**config.mk**
```make
export PLATFORM = sky130hd
export DESIGN_NAME = operand_packer
export DESIGN_NICKNAME = d
export VERILOG_FILES = /design/src/rtl/operand_packer.sv
export SDC_FILE = /design/constraint.sdc
export NUM_CORES = 1
export LEC_CHECK = 0
export CORE_UTILIZATION = 39
export CTS_BUF_LIST = sky130_fd_sc_hd__clkbuf_4 sky130_fd_sc_hd__clkbuf_8
export DETAILED_ROUTE_END_ITERATION = 10
export PLACE_DENSITY = 0.76
export SYNTH_ARGS = -nofsm -noshare
export SYNTH_HDL_FRONTEND = slang
export SYNTH_SLANG_ARGS = --single-unit
```
**constraint.sdc**
```tcl
create_clock -name clk -period 1.6 [get_ports clk]
set_input_delay 0.4 -clock clk [delete_from_list [all_inputs] [get_ports clk]]
set_output_delay 0.4 -clock clk [all_outputs]
set_load 0.1 [all_outputs]
```
**src/rtl/operand_packer.sv**
```systemverilog
// rtl/operand_packer.sv - packs a stream of operand words into fixed-size groups
// Words fill slots LSB-first; a group is presented when full or closed early by in_last.
module operand_packer #(
  parameter int WIDTH   = 16,
  parameter int NUM_OPS = 2,
  localparam int CW     = $clog2(NUM_OPS + 1)
) (
  input  logic                     clk,
  input  logic                     rst,
  input  logic                     clr,
  input  logic                     in_valid,
  output logic                     in_ready,
  input  logic [WIDTH-1:0]         in_data,
  input  logic                     in_last,
  output logic                     out_valid,
  input  logic                     out_ready,
  output logic [NUM_OPS*WIDTH-1:0] out_ops,
  output logic [CW-1:0]            out_count,
  output logic                     out_partial
);

  typedef enum logic {COLLECT, HOLD} state_t;

  state_t                     state, state_n;
  logic [CW-1:0]              fill_cnt, fill_n;
  logic [NUM_OPS*WIDTH-1:0]   slots, slots_n;
  logic [CW-1:0]              count_q, count_n;
  logic                       partial_q, partial_n;
  logic                       in_beat, out_beat, last_slot;

  assign in_ready  = !rst && ((state == COLLECT) || out_ready);
  assign out_valid = (state == HOLD);
  assign in_beat   = in_valid && in_ready;
  assign out_beat  = out_valid && out_ready;
  assign last_slot = (fill_cnt == CW'(NUM_OPS - 1));

  assign out_ops     = slots;
  assign out_count   = count_q;
  assign out_partial = partial_q;

  always_ff @(posedge clk) begin
    if (rst) begin
      state     <= COLLECT;
      fill_cnt  <= '0;
      slots     <= '0;
      count_q   <= '0;
      partial_q <= 1'b0;
    end else begin
      state     <= state_n;
      fill_cnt  <= fill_n;
      slots     <= slots_n;
      count_q   <= count_n;
      partial_q <= partial_n;
    end
  end

  always_comb begin
    state_n   = state;
    fill_n    = fill_cnt;
    slots_n   = slots;
    count_n   = count_q;
    partial_n = partial_q;
    case (state)
      COLLECT: begin
        if (clr) begin
          // clr wins over a same-cycle input beat
          slots_n = '0;
          fill_n  = '0;
        end else if (in_beat) begin
          for (int k = 0; k < NUM_OPS; k++) begin
            if (fill_cnt == CW'(k)) slots_n[k*WIDTH +: WIDTH] = in_data;
          end
          fill_n = fill_cnt + CW'(1);
          if (last_slot || in_last) begin
            state_n   = HOLD;
            count_n   = fill_cnt + CW'(1);
            partial_n = !last_slot;
          end
        end
      end
      HOLD: begin
        if (out_beat) begin
          slots_n   = '0;
          fill_n    = '0;
          state_n   = COLLECT;
          count_n   = '0;
          partial_n = 1'b0;
          // in HOLD an input beat implies an output beat; the word opens the next group
          if (in_beat) begin
            slots_n[WIDTH-1:0] = in_data;
            fill_n             = CW'(1);
            if (in_last) begin
              state_n   = HOLD;
              count_n   = CW'(1);
              partial_n = 1'b1;
            end
          end
        end
      end
      default: state_n = COLLECT;
    endcase
  end

endmodule

```
==> results of run 1 <==
timing repair:
item	4_1_cts	5_1_grt
setup endpoints to repair	36	36
hold buffers	0	0
pin swaps	3	4
resized for setup	13	5
buffers inserted	2	2
gates cloned	1	1
sequential cells by signal, indices dropped and copies added, names as in the netlist:
register,count
fill_cnt,2
out_count,2
out_partial,1
out_ops,32
out_valid,1
layout by cell type (no fill, tap or decap), types with 3 or more instances in the layout:
| master | instances |
|---|---|
| a21oi_1 | 4 |
| a21oi_4 | 3 |
| a22o_1 | 32 |
| clkbuf_4 | 7 |
| dlygate4sd2_1 | 3 |
| clkdlybuf4s50_1 | 17 |
| buf_4 | 15 |
| buf_12 | 39 |
| nor2_1 | 3 |
| buf_6 | 6 |
| dfxtp_1 | 36 |
| o21ai_0 | 4 |
power groups by stage:
| stage | Clock (mW) | Sequential [mW] | Combinational, mW |
|---|---|---|---|
| 2_1_floorplan | 0 | 1.17 | 0.0980 |
| 3_3_place_gp | 0 | 1.02 | 0.462 |
| 3_5_place_dp | 0 | 1.02 | 0.474 |
| 4_1_cts | 0.678 | 0.996 | 0.493 |
| 5_1_grt | 0.716 | 1.00 | 0.522 |
| 6_report | 0.668 | 0.997 | 0.503 |
per-stage QoR:
step                      instances  TNS (ps)  instance area [um2]  hold slack (ps)
after global routing            249      -426                 2700              537
after global placement          235    -11600                 2520              459
final                           249      -169                 2700              496
after detailed placement        235    -13360                 2520              485
after floorplan                 121      -132                 1400              450
after CTS                       246      -193                 2660              499
layout make-up:
class                   instances  area (um2)  share of cell area (%)
clock buffers                   7        52.6                    1.95
flip-flops and latches         38         766                    28.4
multi-input cells              73         609                    22.6
inverters                       2        7.51                   0.278
well taps                      46        57.6                    2.13
repair buffers                 82        1170                    43.6
clock inverters                 1        30.0                    1.11
worst max-delay path, cell delays in order, from the launching register on:
cell      delay (ps)
dfxtp_4          370
buf_6            120
or4b_4           490
o41a_1           390
a221oi_2         250
cell families (layout without fill, tap and decap cells):
logic type | Yosys count | in the layout | synth area share [%]
compound gates | 53 | 53 | 31.7
fa+ha+maj | 2 | 2 | 1.82
flops | 38 | 38 | 55.2
simple gates | 18 | 18 | 7.81
buf+inv | 10 | 92 | 3.45
metal layers:
metal | vias up | global-route usage (%) | wire length [um]
met3 | 12 | 7.35 | 318
li1 | 630 | - | -
met4 | 0 | 10.2 | 102
met5 | - | 0 | 0
met1 | 658 | 28.7 | 1750
met2 | 61 | 46.9 | 2370
worst max path at each step:
stage                   start           end  slack [ps]  cells after the start
floorplan           out_valid      in_ready         -70                      3
global placement          rst  out_count[0]        -450                      4
detailed placement        rst  out_count[0]        -520                      4
CTS                  in_valid  out_count[0]        -110                      4
global route        out_valid  out_count[0]        -140                      4
finish              out_valid  out_count[0]         -90                      4
==> results.yml, run 1 <==
run_status:
  status: "complete, but fails checks"
  failed_checks: "negative setup slack"
yosys:
  ys_warn_count: 0
  async_flop_share_pct: 0
  synthFlopType: "dfxtp_1"
  synth_area_per_cell_um2: 11.4
  yosys-top-cells-count: "dfxtp_1, a22o_1, buf_2"
  ys_ff_latch: 38
  synth_cells: 121
  yosysSeqAreaShare_pct: 55.2
  synth-edff-count: 0
  ys_types: 30
  synth_top_area_share_pct: 55.2
  synth_area_um2: 1380
  yosysMostFrequentCell: "dfxtp_1"
  yosysTopAreaCell: "dfxtp_1"
  synth.area.top_cells: "dfxtp_1, a22o_1, a21oi_2"
  syn-num-nets: 145
power_and_ir_drop:
  peakVddDrop_uv: 454
  internal_power_mw: 1.55
  p_sw_mw: 0.620
  p_seq_share_pct: 46.0
  powerDensity_nw_per_um2: 804
  power.share.clock_pct: 30.8
  sw_frac_of_total_pct: 28.6
  finalPower_mw: 2.17
  p_leak_nw: 1.08
  combPwrFrac_pct: 23.2
floorplan:
  core_area_um2: 3360
  placementRows: 21
  die_y_um: 61.4
  die_w_um: 61.4
  ioPinCount: 59
  dieArea_um2: 3770
  initial_core_util_pct: 41.0
route:
  drt-total-wl_um: 4540
  vias: 1361
  via_per_inst: 5.47
  wl_per_cell_um: 18.2
  ant_nets: 0
  drtPass1Iterations: 4
  drtIter0Drc: 46
  drc: 0
sta:
  slew_viol_final: 0
  min_period_ps: 1690
  clock_skew_ps: 9.00
  finalCritPeriodShare_pct: 106
  worst_slew_pin_slew_ps: 339
  hold_viol: 0
  fmax_mhz: 590
  rsz0062_at_grt: "true"
  relSlewSlack_pct: 77.3
  final-setup-viol-count: 3
  setup_ws_ps: -93.6
placement:
  dp_slack_ps: -518
  port_buffers: 58
  dp_hpwl_um: 3150
  gp_congestion: 0.839
cells_and_area:
  area_delta_synth_final_pct: 95.8
  num_antenna_cells: 0
  postLayoutCoreUtil_pct: 80.2
  drive_above_1_share_pct: 39.4
  nNetsFinal: 226
  num-fill-cells: 190
job:
  max-cap-violations: 0
setup_path:
  reg2regPathDepth: 4
  timing.rr.start: "out_valid"
  required_ps: 1870
  r2r_end: "out_count[0]"
  r2r_slack_ps: -90
  end_kind: "register"
  worstPathMaxFanout: 4
  worstPathArrival_ps: 1960
  crit_type: "register to register"
  start_kind: "register"
global_routing:
  grt_pass1_vias: 1354
  groute.usage.overall_pct: 25.9
  grt_max_degree: 17
  grt_overflow: 0
  grt_pass1_wl_um: 6900
  antenna_found_initial: 0
cts:
  clockBufferDepth: 2
  clk_latency_ps: 350
  htreeDepth: 2
  cts_tree: "built"
  cts_buffers: 5
  clk_pin_slew_ps: 110
  clock_sinks: 38
  cts-root-buf: "clkbuf_4"
worst_hold_path:
  worst_hold_path.endpoint: "fill_cnt[1]"
  whs_path_depth: 2
  min_from: "fill_cnt[1]"
  min_path_type: "register to register"
Note: power is estimated with default switching activity, not from simulation.
==> inputs of run 2 (changes only) <==
==> config.mk (replaced) <==
export PLATFORM = sky130hd
export DESIGN_NAME = operand_packer
export DESIGN_NICKNAME = d
export VERILOG_FILES = /design/src/rtl/operand_packer.sv
export SDC_FILE = /design/constraint.sdc
export NUM_CORES = 1
export LEC_CHECK = 0
export CORE_UTILIZATION = 37
export DETAILED_ROUTE_END_ITERATION = 10
export PLACE_DENSITY = 0.72
export SYNTH_ARGS = -nofsm -noshare
export SYNTH_HDL_FRONTEND = slang
export SYNTH_SLANG_ARGS = --single-unit
==> run 2 against run 1 <==
Against the previous run:
- the run still ends with negative setup slack left
- setup slack gained 91 ps
- worst hold slack got worse by 5.0 ps
- non-clock buffer count up 1
- clock power rose by 3%
- critical path depth unchanged
- sequential power about the same
- die area up 5.2%
- routed wire length fell by 3.9%
- sequential share of layout area rose by 0.19 points
- clock-buffer cell count shrank 1
- critical endpoint is now in_ready
- largest cell class unchanged
- largest power group unchanged
==> results.yml, run 2 (synthesis results as in run 1) <==
floorplan:
  dieArea_um2: 3970
  placementRows: 21
  die_y_um: 63.0
  core_area_um2: 3440
  die_w_um: 63.0
  ioPinCount: 59
  initial_core_util_pct: 40.0
setup_path:
  crit_type: "register to output pin"
  end_kind: "output pin"
  worstPathArrival_ps: 1200
  r2r_slack_ps: 30
  reg2regPathDepth: 3
  worstPathMaxFanout: 6
  required_ps: 1200
  start_kind: "register"
global_routing:
  groute.usage.overall_pct: 23.5
  grt_max_degree: 17
  grt_pass1_wl_um: 7100
  antenna_found_initial: 0
  grt_overflow: 0
  grt_pass1_vias: 1410
sta:
  fmax_mhz: 624
  slew_viol_final: 0
  clock_skew_ps: 5.39
  setup_tns_ps: -2.83
  worst_slew_pin_slew_ps: 380
  min_period_ps: 1600
  hold_viol: 0
  rsz0062_at_grt: "true"
  setup_ws_ps: -2.83
  finalCritPeriodShare_pct: 100
  hold-worst-slack_ps: 491
  final-setup-viol-count: 1
  relSlewSlack_pct: 74.6
cells_and_area:
  nNetsFinal: 227
  layoutNonFillerInstCount: 250
  mostFrequentLayoutCells: "buf_12, dfxtp_1, a22o_1"
  regArea_um2: 766
  drive_above_1_share_pct: 39.7
  multiInputGateArea_um2: 591
  layout_commonest_cell: "buf_12"
  num_antenna_cells: 0
  largest_reg_flops: 32
  num-fill-cells: 214
  area_delta_synth_final_pct: 94.6
cts:
  cts_buffers: 5
  clk_latency_ps: 290
  clk_pin_slew_ps: 80
  clockBufferDepth: 2
  clock_sinks: 38
  cts_tree: "built"
  cts-root-buf: "clkbuf_8"
  htreeDepth: 2
power_and_ir_drop:
  sw_frac_of_total_pct: 29.8
  combPwrFrac_pct: 22.5
  internal_power_mw: 1.52
  powerDensity_nw_per_um2: 810
  peakVddDrop_uv: 518
  power.share.clock_pct: 31.6
  p_sw_mw: 0.646
  p_seq_share_pct: 45.9
  p_leak_nw: 1.07
  finalPower_mw: 2.17
route:
  ant_nets: 0
  vias: 1342
  via_per_inst: 5.37
  drtPass1Iterations: 5
  drtIter0Drc: 77
  wl_per_cell_um: 17.5
  drt-total-wl_um: 4370
  drc: 0
placement:
  dp_hpwl_um: 3260
  port_buffers: 58
  post-place-cells: 237
  gp_congestion: 0.884
  dp_slack_ps: -501
worst_hold_path:
  whs_path_depth: 2
  min_path_type: "register to register"
run_status:
  status: "complete, but fails checks"
  failed_checks: "negative setup slack"
job:
  max-cap-violations: 0
[run 2: cell type report]
| cell class | instances | area share, % |
|---|---|---|
| clock buffer | 6 | 3.08 |
| clock inverter | 2 | 0.467 |
| multi-input combinational | 73 | 22.0 |
| timing repair buffer | 83 | 43.4 |
| sequential | 38 | 28.6 |
| inverter | 2 | 0.280 |
| tap | 46 | 2.15 |
[run 2: what timing repair did]
action / CTS / global route
setup endpoints to repair: 36 / 18
pin swaps: 4 / 2
cloned: 0 / 0
gates resized for setup: 11 / 3
setup buffers: 2 / 3
hold buffers: 0 / 0
[run 2: final timing paths]
| check | startpoint | to |
|---|---|---|
| max reg2reg | out_valid | out_count[0] |
| max | out_valid | in_ready |
| min reg2reg | fill_cnt[1] | fill_cnt[1] |
| min | fill_cnt[1] | fill_cnt[1] |
[run 2: stage by stage]
stage / cell area [um2] / utilization [%]
floorplan: 1400 / -
global placement: 2520 / 73.2
CTS: 2650 / 76.9
finish: 2680 / 77.9
global route: 2680 / 77.9
detailed placement: 2520 / 73.2
[run 2: critical path: stages, from the launching register on]
cell and delay (ps):
dfxtp_4 370, buf_6 130, nor2b_4 130, nor2_4 100
buf_12 180
[run 2: layer usage]
layer | wire [um] | GRT usage [%] | up-vias
met2 | 2290 | 41.9 | 50
li1 | - | - | 630
met1 | 1770 | 25.3 | 656
met4 | 63 | 10.2 | 0
met5 | 0 | 0 | -
met3 | 251 | 6.93 | 6
[run 2: power by group through the flow]
stage          Clock (mW)  Combinational [mW]  Sequential (mW)
6_report            0.686               0.487            0.997
5_1_grt             0.738               0.505            0.999
4_1_cts             0.692               0.481            0.996
3_5_place_dp            0               0.475             1.02
3_3_place_gp            0               0.465             1.02
2_1_floorplan           0              0.0980             1.17
